**config.mk**
```make
export PLATFORM = sky130hd
export DESIGN_NAME = execute_muldiv
export DESIGN_NICKNAME = d
export VERILOG_FILES = /design/src/rtl/execute_muldiv.sv
export SDC_FILE = /design/constraint.sdc
export NUM_CORES = 2
export LEC_CHECK = 0
export BUFFER_PORTS_ARGS = -buffer_cell sky130_fd_sc_hd__buf_2
export CORE_MARGIN = 2
export CORE_UTILIZATION = 50
export DETAILED_ROUTE_END_ITERATION = 10
export PLACE_DENSITY = 0.63
export RECOVER_POWER = 25
export SKIP_LAST_GASP = 1
export SYNTH_ARGS = -nofsm -noshare
export SYNTH_HDL_FRONTEND = slang
export SYNTH_SLANG_ARGS = --single-unit
```
**constraint.sdc**
```tcl
create_clock -name clk -period 9.15 [get_ports clk]
set_input_delay 0 -clock clk [delete_from_list [all_inputs] [get_ports clk]]
set_output_delay 0 -clock clk [all_outputs]
set_load 0.01 [all_outputs]
```
**src/rtl/execute_muldiv.sv**
```systemverilog
// -----------------------------------------------------------------------------
// execute_muldiv
//
// RISC-V M-extension execute unit. A request is presented in the execute stage
// and its result is handed to the memory stage as a one-cycle DoneM pulse.
// Multiplies complete after a fixed latency. Divides use a restoring radix-2
// iteration that produces one quotient bit per cycle, followed by one sign-fix
// cycle. Divide-by-zero and signed overflow bypass the iteration.
//
// Optional feature macro: MULDIV_DIV_EN
//   defined   : divider datapath and DIV_RUN/DIV_FIX states are built in;
//               IllegalM is always 0.
//   undefined : no divider logic. Divide/remainder ops finish on the fast path
//               with ResultM=0 and IllegalM=1.
//
// Latency is counted in cycles from the cycle in which ValidE is presented.
// That cycle ends with the accept edge. DoneM is high in cycle N:
//   multiply      : N = MUL_LATENCY (MUL_WAIT lasts MUL_LATENCY-1 cycles)
//   divide        : N = DATA_WIDTH+2 (DIV_RUN DATA_WIDTH cycles + DIV_FIX 1)
//   fast path     : N = 1 (the accept edge goes straight to DONE)
//
// Parameters
//   DATA_WIDTH  : operand/result width (even, 8..64)
//   MUL_LATENCY : multiply latency in cycles (1..4)
//
// Ports
//   clk       in   single clock, rising edge
//   rst       in   synchronous active-high reset
//   ValidE    in   start request
//   Funct3E   in   M-extension funct3
//   SrcAE     in   rs1 operand
//   SrcBE     in   rs2 operand
//   RdE       in   destination register tag
//   FlushE    in   abort any in-flight op and suppress a pending DoneM
//   BusyE     out  op in flight; stall request to the hazard unit
//   DoneM     out  one-cycle result-valid pulse
//   ResultM   out  result; holds its value between pulses
//   RdM       out  destination tag captured when the op was accepted
//   IllegalM  out  pulses with DoneM for a divide op when divide is compiled out
// -----------------------------------------------------------------------------
module execute_muldiv #(
    parameter int DATA_WIDTH  = 32,
    parameter int MUL_LATENCY = 2
) (
    input  logic                  clk,
    input  logic                  rst,
    input  logic                  ValidE,
    input  logic [2:0]            Funct3E,
    input  logic [DATA_WIDTH-1:0] SrcAE,
    input  logic [DATA_WIDTH-1:0] SrcBE,
    input  logic [4:0]            RdE,
    input  logic                  FlushE,
    output logic                  BusyE,
    output logic                  DoneM,
    output logic [DATA_WIDTH-1:0] ResultM,
    output logic [4:0]            RdM,
    output logic                  IllegalM
);

    localparam int CNT_W = $clog2(DATA_WIDTH);

    localparam logic [2:0] S_IDLE     = 3'd0;
    localparam logic [2:0] S_MUL_WAIT = 3'd1;
`ifdef MULDIV_DIV_EN
    localparam logic [2:0] S_DIV_RUN  = 3'd2;
    localparam logic [2:0] S_DIV_FIX  = 3'd3;
`endif
    localparam logic [2:0] S_DONE     = 3'd4;

    localparam logic [DATA_WIDTH-1:0] ZERO_W = {DATA_WIDTH{1'b0}};
    localparam logic [DATA_WIDTH-1:0] ONES_W = {DATA_WIDTH{1'b1}};

    // Control state
    logic [2:0]            stateR;
    logic [2:0]            nextStateS;
    logic [CNT_W-1:0]      cntR;
    logic [CNT_W-1:0]      cntNextS;
    logic                  nextBusyS;
    logic                  acceptS;

    // Captured request
    logic [DATA_WIDTH-1:0] aR;
    logic [DATA_WIDTH-1:0] bR;
    logic [1:0]            mulOpR;
    logic [4:0]            rdR;

    // Multiplier datapath
    logic [DATA_WIDTH-1:0]   mulAS;
    logic [DATA_WIDTH-1:0]   mulBS;
    logic [1:0]              mulOpS;
    logic                    mulSignAS;
    logic                    mulSignBS;
    logic [2*DATA_WIDTH-1:0] mulAExtS;
    logic [2*DATA_WIDTH-1:0] mulBExtS;
    logic [2*DATA_WIDTH-1:0] prodS;
    logic [DATA_WIDTH-1:0]   mulResultS;

    // Fast-path completion decided at the accept edge
    logic                  fastS;
    logic [DATA_WIDTH-1:0] fastResultS;
    logic                  fastIllegalS;

    // Values loaded into the output registers on entry to DONE
    logic [DATA_WIDTH-1:0] resultNextS;
    logic [4:0]            rdNextS;
    logic                  illegalNextS;

`ifdef MULDIV_DIV_EN
    // Divider datapath
    logic [DATA_WIDTH-1:0] remR;
    logic [DATA_WIDTH-1:0] quoR;
    logic [DATA_WIDTH-1:0] divisorR;
    logic                  negQR;
    logic                  negRR;
    logic                  divNegAS;
    logic                  divNegBS;
    logic                  divZeroS;
    logic                  divOvfS;
    logic [DATA_WIDTH:0]   divShiftS;
    logic [DATA_WIDTH:0]   divDiffS;
    logic [DATA_WIDTH-1:0] quoFixS;
    logic [DATA_WIDTH-1:0] remFixS;
    logic [DATA_WIDTH-1:0] divResultS;

    // Two's-complement negate when neg is set; used for |x| and the sign fix.
    function automatic logic [DATA_WIDTH-1:0] condNeg(
        input logic [DATA_WIDTH-1:0] v,
        input logic                  neg
    );
        if (neg) begin
            condNeg = ZERO_W - v;
        end else begin
            condNeg = v;
        end
    endfunction
`endif

    // Multiply: a single-cycle latency computes directly from the inputs at the
    // accept edge; longer latencies use the captured operands.
    always_comb begin
        acceptS = ValidE && !BusyE && !FlushE;
        if (MUL_LATENCY == 1) begin
            mulAS  = SrcAE;
            mulBS  = SrcBE;
            mulOpS = Funct3E[1:0];
        end else begin
            mulAS  = aR;
            mulBS  = bR;
            mulOpS = mulOpR;
        end
        // MULHU treats rs1 as unsigned; MULHSU and MULHU treat rs2 as unsigned.
        mulSignAS = (mulOpS != 2'b11);
        mulSignBS = (mulOpS == 2'b00) || (mulOpS == 2'b01);
        mulAExtS  = {{DATA_WIDTH{mulSignAS & mulAS[DATA_WIDTH-1]}}, mulAS};
        mulBExtS  = {{DATA_WIDTH{mulSignBS & mulBS[DATA_WIDTH-1]}}, mulBS};
        // The low 2*DATA_WIDTH bits of the extended product are exact.
        prodS     = mulAExtS * mulBExtS;
        if (mulOpS == 2'b00) begin
            mulResultS = prodS[DATA_WIDTH-1:0];
        end else begin
            mulResultS = prodS[2*DATA_WIDTH-1:DATA_WIDTH];
        end
    end

`ifdef MULDIV_DIV_EN
    // Divider combinational helpers: special-case detection, iteration step, sign fix.
    always_comb begin
        divNegAS = !Funct3E[0] && SrcAE[DATA_WIDTH-1];
        divNegBS = !Funct3E[0] && SrcBE[DATA_WIDTH-1];
        divZeroS = (SrcBE == ZERO_W);
        divOvfS  = !Funct3E[0] && (SrcAE == {1'b1, {(DATA_WIDTH-1){1'b0}}}) &&
                   (SrcBE == ONES_W);
        // Shift the next dividend bit into the partial remainder and trial-subtract.
        divShiftS  = {remR, quoR[DATA_WIDTH-1]};
        divDiffS   = divShiftS - {1'b0, divisorR};
        quoFixS    = condNeg(quoR, negQR);
        remFixS    = condNeg(remR, negRR);
        if (mulOpR[1]) begin
            divResultS = remFixS;
        end else begin
            divResultS = quoFixS;
        end
    end
`endif

    // Decide whether an accepted request completes on the fast path and what it returns.
    always_comb begin
`ifdef MULDIV_DIV_EN
        fastIllegalS = 1'b0;
        if (Funct3E[2]) begin
            fastS = divZeroS || divOvfS;
            if (divZeroS) begin
                fastResultS = Funct3E[1] ? SrcAE : ONES_W;
            end else if (divOvfS) begin
                fastResultS = Funct3E[1] ? ZERO_W : SrcAE;
            end else begin
                fastResultS = ZERO_W;
            end
        end else begin
            fastS       = (MUL_LATENCY == 1);
            fastResultS = mulResultS;
        end
`else
        if (Funct3E[2]) begin
            fastS        = 1'b1;
            fastResultS  = ZERO_W;
            fastIllegalS = 1'b1;
        end else begin
            fastS        = (MUL_LATENCY == 1);
            fastResultS  = mulResultS;
            fastIllegalS = 1'b0;
        end
`endif
    end

    // Next-state and iteration-counter logic.
    always_comb begin
        nextStateS = S_IDLE;
        cntNextS   = {CNT_W{1'b0}};
        case (stateR)
            S_IDLE, S_DONE: begin
                // acceptS already excludes FlushE, so a flush lands in IDLE here.
                if (acceptS) begin
                    if (fastS) begin
                        nextStateS = S_DONE;
                    end
`ifdef MULDIV_DIV_EN
                    else if (Funct3E[2]) begin
                        nextStateS = S_DIV_RUN;
                        cntNextS   = CNT_W'(DATA_WIDTH - 1);
                    end
`endif
                    else begin
                        nextStateS = S_MUL_WAIT;
                        cntNextS   = CNT_W'(MUL_LATENCY - 2);
                    end
                end else begin
                    nextStateS = S_IDLE;
                end
            end
            S_MUL_WAIT: begin
                if (FlushE) begin
                    nextStateS = S_IDLE;
                end else if (cntR == {CNT_W{1'b0}}) begin
                    nextStateS = S_DONE;
                end else begin
                    nextStateS = S_MUL_WAIT;
                    cntNextS   = cntR - CNT_W'(1);
                end
            end
`ifdef MULDIV_DIV_EN
            S_DIV_RUN: begin
                if (FlushE) begin
                    nextStateS = S_IDLE;
                end else if (cntR == {CNT_W{1'b0}}) begin
                    nextStateS = S_DIV_FIX;
                end else begin
                    nextStateS = S_DIV_RUN;
                    cntNextS   = cntR - CNT_W'(1);
                end
            end
            S_DIV_FIX: begin
                if (FlushE) begin
                    nextStateS = S_IDLE;
                end else begin
                    nextStateS = S_DONE;
                end
            end
`endif
            default: begin
                nextStateS = S_IDLE;
            end
        endcase
`ifdef MULDIV_DIV_EN
        nextBusyS = (nextStateS == S_MUL_WAIT) || (nextStateS == S_DIV_RUN) ||
                    (nextStateS == S_DIV_FIX);
`else
        nextBusyS = (nextStateS == S_MUL_WAIT);
`endif
    end

    // Select the result, tag and illegal flag that go out when DONE is entered.
    always_comb begin
        case (stateR)
            S_IDLE, S_DONE: begin
                resultNextS  = fastResultS;
                rdNextS      = RdE;
                illegalNextS = fastIllegalS;
            end
            S_MUL_WAIT: begin
                resultNextS  = mulResultS;
                rdNextS      = rdR;
                illegalNextS = 1'b0;
            end
`ifdef MULDIV_DIV_EN
            S_DIV_FIX: begin
                resultNextS  = divResultS;
                rdNextS      = rdR;
                illegalNextS = 1'b0;
            end
`endif
            default: begin
                resultNextS  = ZERO_W;
                rdNextS      = 5'd0;
                illegalNextS = 1'b0;
            end
        endcase
    end

    // Control state and registered outputs.
    always_ff @(posedge clk) begin
        if (rst) begin
            stateR   <= S_IDLE;
            cntR     <= {CNT_W{1'b0}};
            BusyE    <= 1'b0;
            DoneM    <= 1'b0;
            IllegalM <= 1'b0;
            ResultM  <= ZERO_W;
            RdM      <= 5'd0;
        end else begin
            stateR <= nextStateS;
            cntR   <= cntNextS;
            BusyE  <= nextBusyS;
            DoneM  <= (nextStateS == S_DONE);
            if (nextStateS == S_DONE) begin
                ResultM  <= resultNextS;
                RdM      <= rdNextS;
                IllegalM <= illegalNextS;
            end else begin
                IllegalM <= 1'b0;
            end
        end
    end

    // Request capture at the accept edge.
    always_ff @(posedge clk) begin
        if (rst) begin
            aR     <= ZERO_W;
            bR     <= ZERO_W;
            mulOpR <= 2'b00;
            rdR    <= 5'd0;
        end else if (acceptS) begin
            aR     <= SrcAE;
            bR     <= SrcBE;
            mulOpR <= Funct3E[1:0];
            rdR    <= RdE;
        end
    end

`ifdef MULDIV_DIV_EN
    // Restoring divider: load magnitudes on accept, then one quotient bit per DIV_RUN cycle.
    always_ff @(posedge clk) begin
        if (rst) begin
            remR     <= ZERO_W;
            quoR     <= ZERO_W;
            divisorR <= ZERO_W;
            negQR    <= 1'b0;
            negRR    <= 1'b0;
        end else if (acceptS) begin
            remR     <= ZERO_W;
            quoR     <= condNeg(SrcAE, divNegAS);
            divisorR <= condNeg(SrcBE, divNegBS);
            negQR    <= divNegAS ^ divNegBS;
            negRR    <= divNegAS;
        end else if (stateR == S_DIV_RUN) begin
            // Borrow out means the trial subtraction failed: keep the shifted value.
            if (divDiffS[DATA_WIDTH]) begin
                remR <= divShiftS[DATA_WIDTH-1:0];
            end else begin
                remR <= divDiffS[DATA_WIDTH-1:0];
            end
            quoR <= {quoR[DATA_WIDTH-2:0], !divDiffS[DATA_WIDTH]};
        end
    end
`endif

endmodule

```
==> metrics.yaml <==
finalWirelength_mm: 114
hold_path_depth: 3
met2RoutedLength_mm: 57.3
critPathArrivalTime_ns: 9.07
synth_top_cell_by_area: "sky130_fd_sc_hd__fa_1"
final_design_area_no_fill_um2: 45200
tightest_slew_ns: 1.17
fmax_mhz: 114
synthCells: 4674
clock_buffer_count_from_cts: 17
synth.yosys.seq_area_share_pct: 5.62
n_fill_cell: 7706
p_leak_nw: 20.2
post_synthesis_async_set_or_reset_flop_share_pct: 0
pre_cts_slack_ns: 0.535
hpwl_mm: 94.3
dr_wl_met3_mm: 6.17
port-buffer-count: 115
fp.coreArea_um2: 83400
cp-start-kind: "register"
dpl-instance-area_um2: 44000
path_class: "register to register"
die_ar_um2: 86400
remaining_drc_errors: 0
wirelength_met1_mm: 47.0
max_cap_violations: 0
yosys_warns: 0
cts_buffer_depth: 2
postSynthRegisterBits: 118
drt-wirelength-per-cell_um: 19.7
finClkSkew_ns: 0.0217
min_period_over_period_pct: 95.7
min_period_ns: 8.75
dr.first_iter.drc_count: 1826
synth_edf_count: 0
number_of_global_route_vias_before_repair: 33940
report.power.total_mw: 2.59
timing.slew.headroom_pct: 22.0
irDropWorstVdd_mv: 0.181
die_x_um: 294
rows: 106
antenna_cells_inserted: 0
cts_tree: "yes"
fin_nets: 6133
worstPathMaxFanout: 25
status: "completed"
finalWorstSetupSlack_ns: 0.396
worstHoldPathType: "input pin to register"
root_buffer: "sky130_fd_sc_hd__clkbuf_16"
synth_largest_type_area_fraction_pct: 53.6
clk_pin_slew_worst_paths_ns: 0.07
clkLatencyLatePin_ns: 0.47
grt_setup_unrepaired: "false"
postSynthAreaPerCell_um2: 8.99
syn-num-nets: 6088
setup_viol: 0
number_of_distinct_library_cells_after_synthesis: 74
synth.cell_area_um2: 42000
dr.max_layer_used: "met4"
gp_routability_congestion: 0.941
dr_total_vias: 30962
initial_utilization_pct: 50.4
pwr_density_cell_nw_per_um2: 57.3
die_y_um: 294
layout_area_overhead_pct: 7.59
io-pin-count: 116
grt_first_pass_wirelength_mm: 189
largest_net_degree_at_the_start_of_global_routing: 75
worst_r2r_path_depth: 26
antenna_left: 0
number_of_optimization_iterations_in_the_first_detailed_route_pass: 7
layout-drive-gt1-share_pct: 5.47
hold_viol_final: 0
numClockSinks: 118
initial_antenna_violation_count: 3
synth.top_cells.by_area: "sky130_fd_sc_hd__fa_1, sky130_fd_sc_hd__inv_1, sky130_fd_sc_hd__nand2_1, sky130_fd_sc_hd__ha_1, sky130_fd_sc_hd__dfxtp_1"
finalSetupTns_ns: 0
overflow: 0
vias_per_cell: 5.33
grt_use_total_pct: 28.3
drv_slew: 0
h-tree-depth: 4
yosys_most_used_dff: "sky130_fd_sc_hd__dfxtp_1"
endpoint_kind: "register"
critPathRequiredTime_ns: 9.46
[Yosys cell counts, drive strengths merged (3+ instances only)]
cell type,count
a2111oi,3
a211o,6
a211oi,9
a21boi,4
a21o,21
a21oi,144
a221o,4
a222oi,7
a22o,3
a22oi,15
a311oi,6
a31o,4
a31oi,9
and2,325
and3,4
buf,15
clkbuf,260
dfxtp,118
fa,1125
ha,213
inv,1095
mux2i,3
nand2,927
nand2b,14
nand3,13
nand3b,7
nand4,11
nor2,95
nor2b,8
nor3,14
nor3b,5
nor4,5
o211ai,5
o21a,6
o21ai,44
o21bai,5
o22ai,7
o31ai,7
or2,11
or3,7
xnor2,50
xor2,21
[cell type report]
type	instances	area [um2]	area share [%]
clock buffers	17	425	0.941
well taps	1080	1350	2.99
clock inverters	14	150	0.332
multi-input cells	3185	34500	76.2
repair buffers	302	2340	5.17
inverters	1095	4110	9.10
flip-flops and latches	118	2360	5.23
[placed cells by master, fill, tap and decap left out, types with 15 or more instances in the layout]
master / instances
sky130_fd_sc_hd__dfxtp_1: 117
sky130_fd_sc_hd__and2_1: 324
sky130_fd_sc_hd__clkbuf_16: 17
sky130_fd_sc_hd__buf_4: 99
sky130_fd_sc_hd__dlygate4sd3_1: 71
sky130_fd_sc_hd__nand2_1: 926
sky130_fd_sc_hd__a22oi_1: 15
sky130_fd_sc_hd__buf_12: 18
sky130_fd_sc_hd__fa_1: 1124
sky130_fd_sc_hd__o21ai_0: 24
sky130_fd_sc_hd__xnor2_1: 50
sky130_fd_sc_hd__inv_1: 1094
sky130_fd_sc_hd__xor2_1: 21
sky130_fd_sc_hd__buf_2: 75
sky130_fd_sc_hd__ha_1: 213
sky130_fd_sc_hd__o21ai_1: 20
sky130_fd_sc_hd__a21oi_1: 144
sky130_fd_sc_hd__a21o_1: 20
sky130_fd_sc_hd__clkbuf_1: 39
sky130_fd_sc_hd__nor2_1: 95
[critical path, cell delays in order (launching register included)]
cell	delay, ns
sky130_fd_sc_hd__dfxtp_1	1.07
sky130_fd_sc_hd__buf_4	0.33
sky130_fd_sc_hd__nand2_1	0.09
sky130_fd_sc_hd__fa_1	0.50
sky130_fd_sc_hd__inv_1	0.06
sky130_fd_sc_hd__fa_1	0.41
sky130_fd_sc_hd__inv_1	0.09
sky130_fd_sc_hd__fa_1	0.43
sky130_fd_sc_hd__fa_1	0.56
sky130_fd_sc_hd__inv_1	0.05
sky130_fd_sc_hd__fa_1	0.50
sky130_fd_sc_hd__inv_1	0.06
sky130_fd_sc_hd__fa_1	0.48
sky130_fd_sc_hd__fa_1	0.52
sky130_fd_sc_hd__inv_1	0.05
sky130_fd_sc_hd__fa_1	0.44
sky130_fd_sc_hd__ha_1	0.42
sky130_fd_sc_hd__a21o_1	0.21
sky130_fd_sc_hd__a31oi_1	0.28
sky130_fd_sc_hd__o2bb2ai_1	0.18
sky130_fd_sc_hd__a211o_1	0.33
sky130_fd_sc_hd__a2111oi_4	0.32
sky130_fd_sc_hd__o31ai_2	0.16
sky130_fd_sc_hd__a221o_2	0.43
sky130_fd_sc_hd__a211oi_2	0.25
sky130_fd_sc_hd__mux2i_1	0.22
sky130_fd_sc_hd__o311ai_1	0.11
[flip-flops by register name, indices dropped and copies added, names as in the netlist]
name / count
BusyE: 1
DoneM: 1
IllegalM: 1
RdM: 5
ResultM: 32
aR: 32
bR: 32
cntR: 5
mulOpR: 2
rdR: 5
stateR: 2
[path summary, 6_finish.rpt]
| path | slack, ns | endpoint | startpoint |
|---|---|---|---|
| hold / removal | 0.09 | aR[0]$_SDFFE_PP0P_ | SrcAE[0] |
| setup reg to reg | 0.40 | ResultM[29]$_SDFFE_PP0P_ | bR[19]$_SDFFE_PP0P_ |
| hold reg to reg | 0.45 | cntR[0]$_SDFF_PP0_ | cntR[0]$_SDFF_PP0_ |
| setup / recovery | 0.40 | ResultM[29]$_SDFFE_PP0P_ | bR[19]$_SDFFE_PP0P_ |
[repair_timing]
item,in CTS,in global routing
gates resized for setup,0,2
buffers inserted,0,1
endpoints found under the setup margin,0,2
hold buffers,71,0
hold endpoints to repair,78,0
[power by group]
group | switching, mW | total (mW) | internal [mW] | leakage, nW
sequential | 0.0481 | 0.579 | 0.531 | 0.960
combinational | 0.812 | 1.30 | 0.484 | 19.0
clock | 0.313 | 0.715 | 0.401 | 0.276
total | 1.17 | 2.59 | 1.42 | 20.2
[kinds of logic after synthesis]
kind of cell	share of synthesized area, %
AO/OA/AOI/OAI	4.95
multiplexers	0.0715
XOR/XNOR	1.48
flip-flops	5.62
AND/OR/NAND/NOR	15.6
adder cells (fa/ha/maj)	59.9
buffers and inverters	12.4
[through the flow]
stage	util [%]	std cells	hold WS [ns]
detailed placement	52.7	5708	0.245
global placement	52.7	5708	0.239
global route	54.2	5811	0.0728
floorplan	-	4674	0.136
CTS	54.2	5810	0.0405
finish	54.2	5811	0.0857
[per-layer routing]
layer | global-route usage (%) | vias to the layer above
met4 | 8.70 | 0
met3 | 3.06 | 184
li1 | - | 13570
met5 | 0 | -
met2 | 48.8 | 955
met1 | 37.6 | 16253
Note: power is estimated with default switching activity, not from simulation.
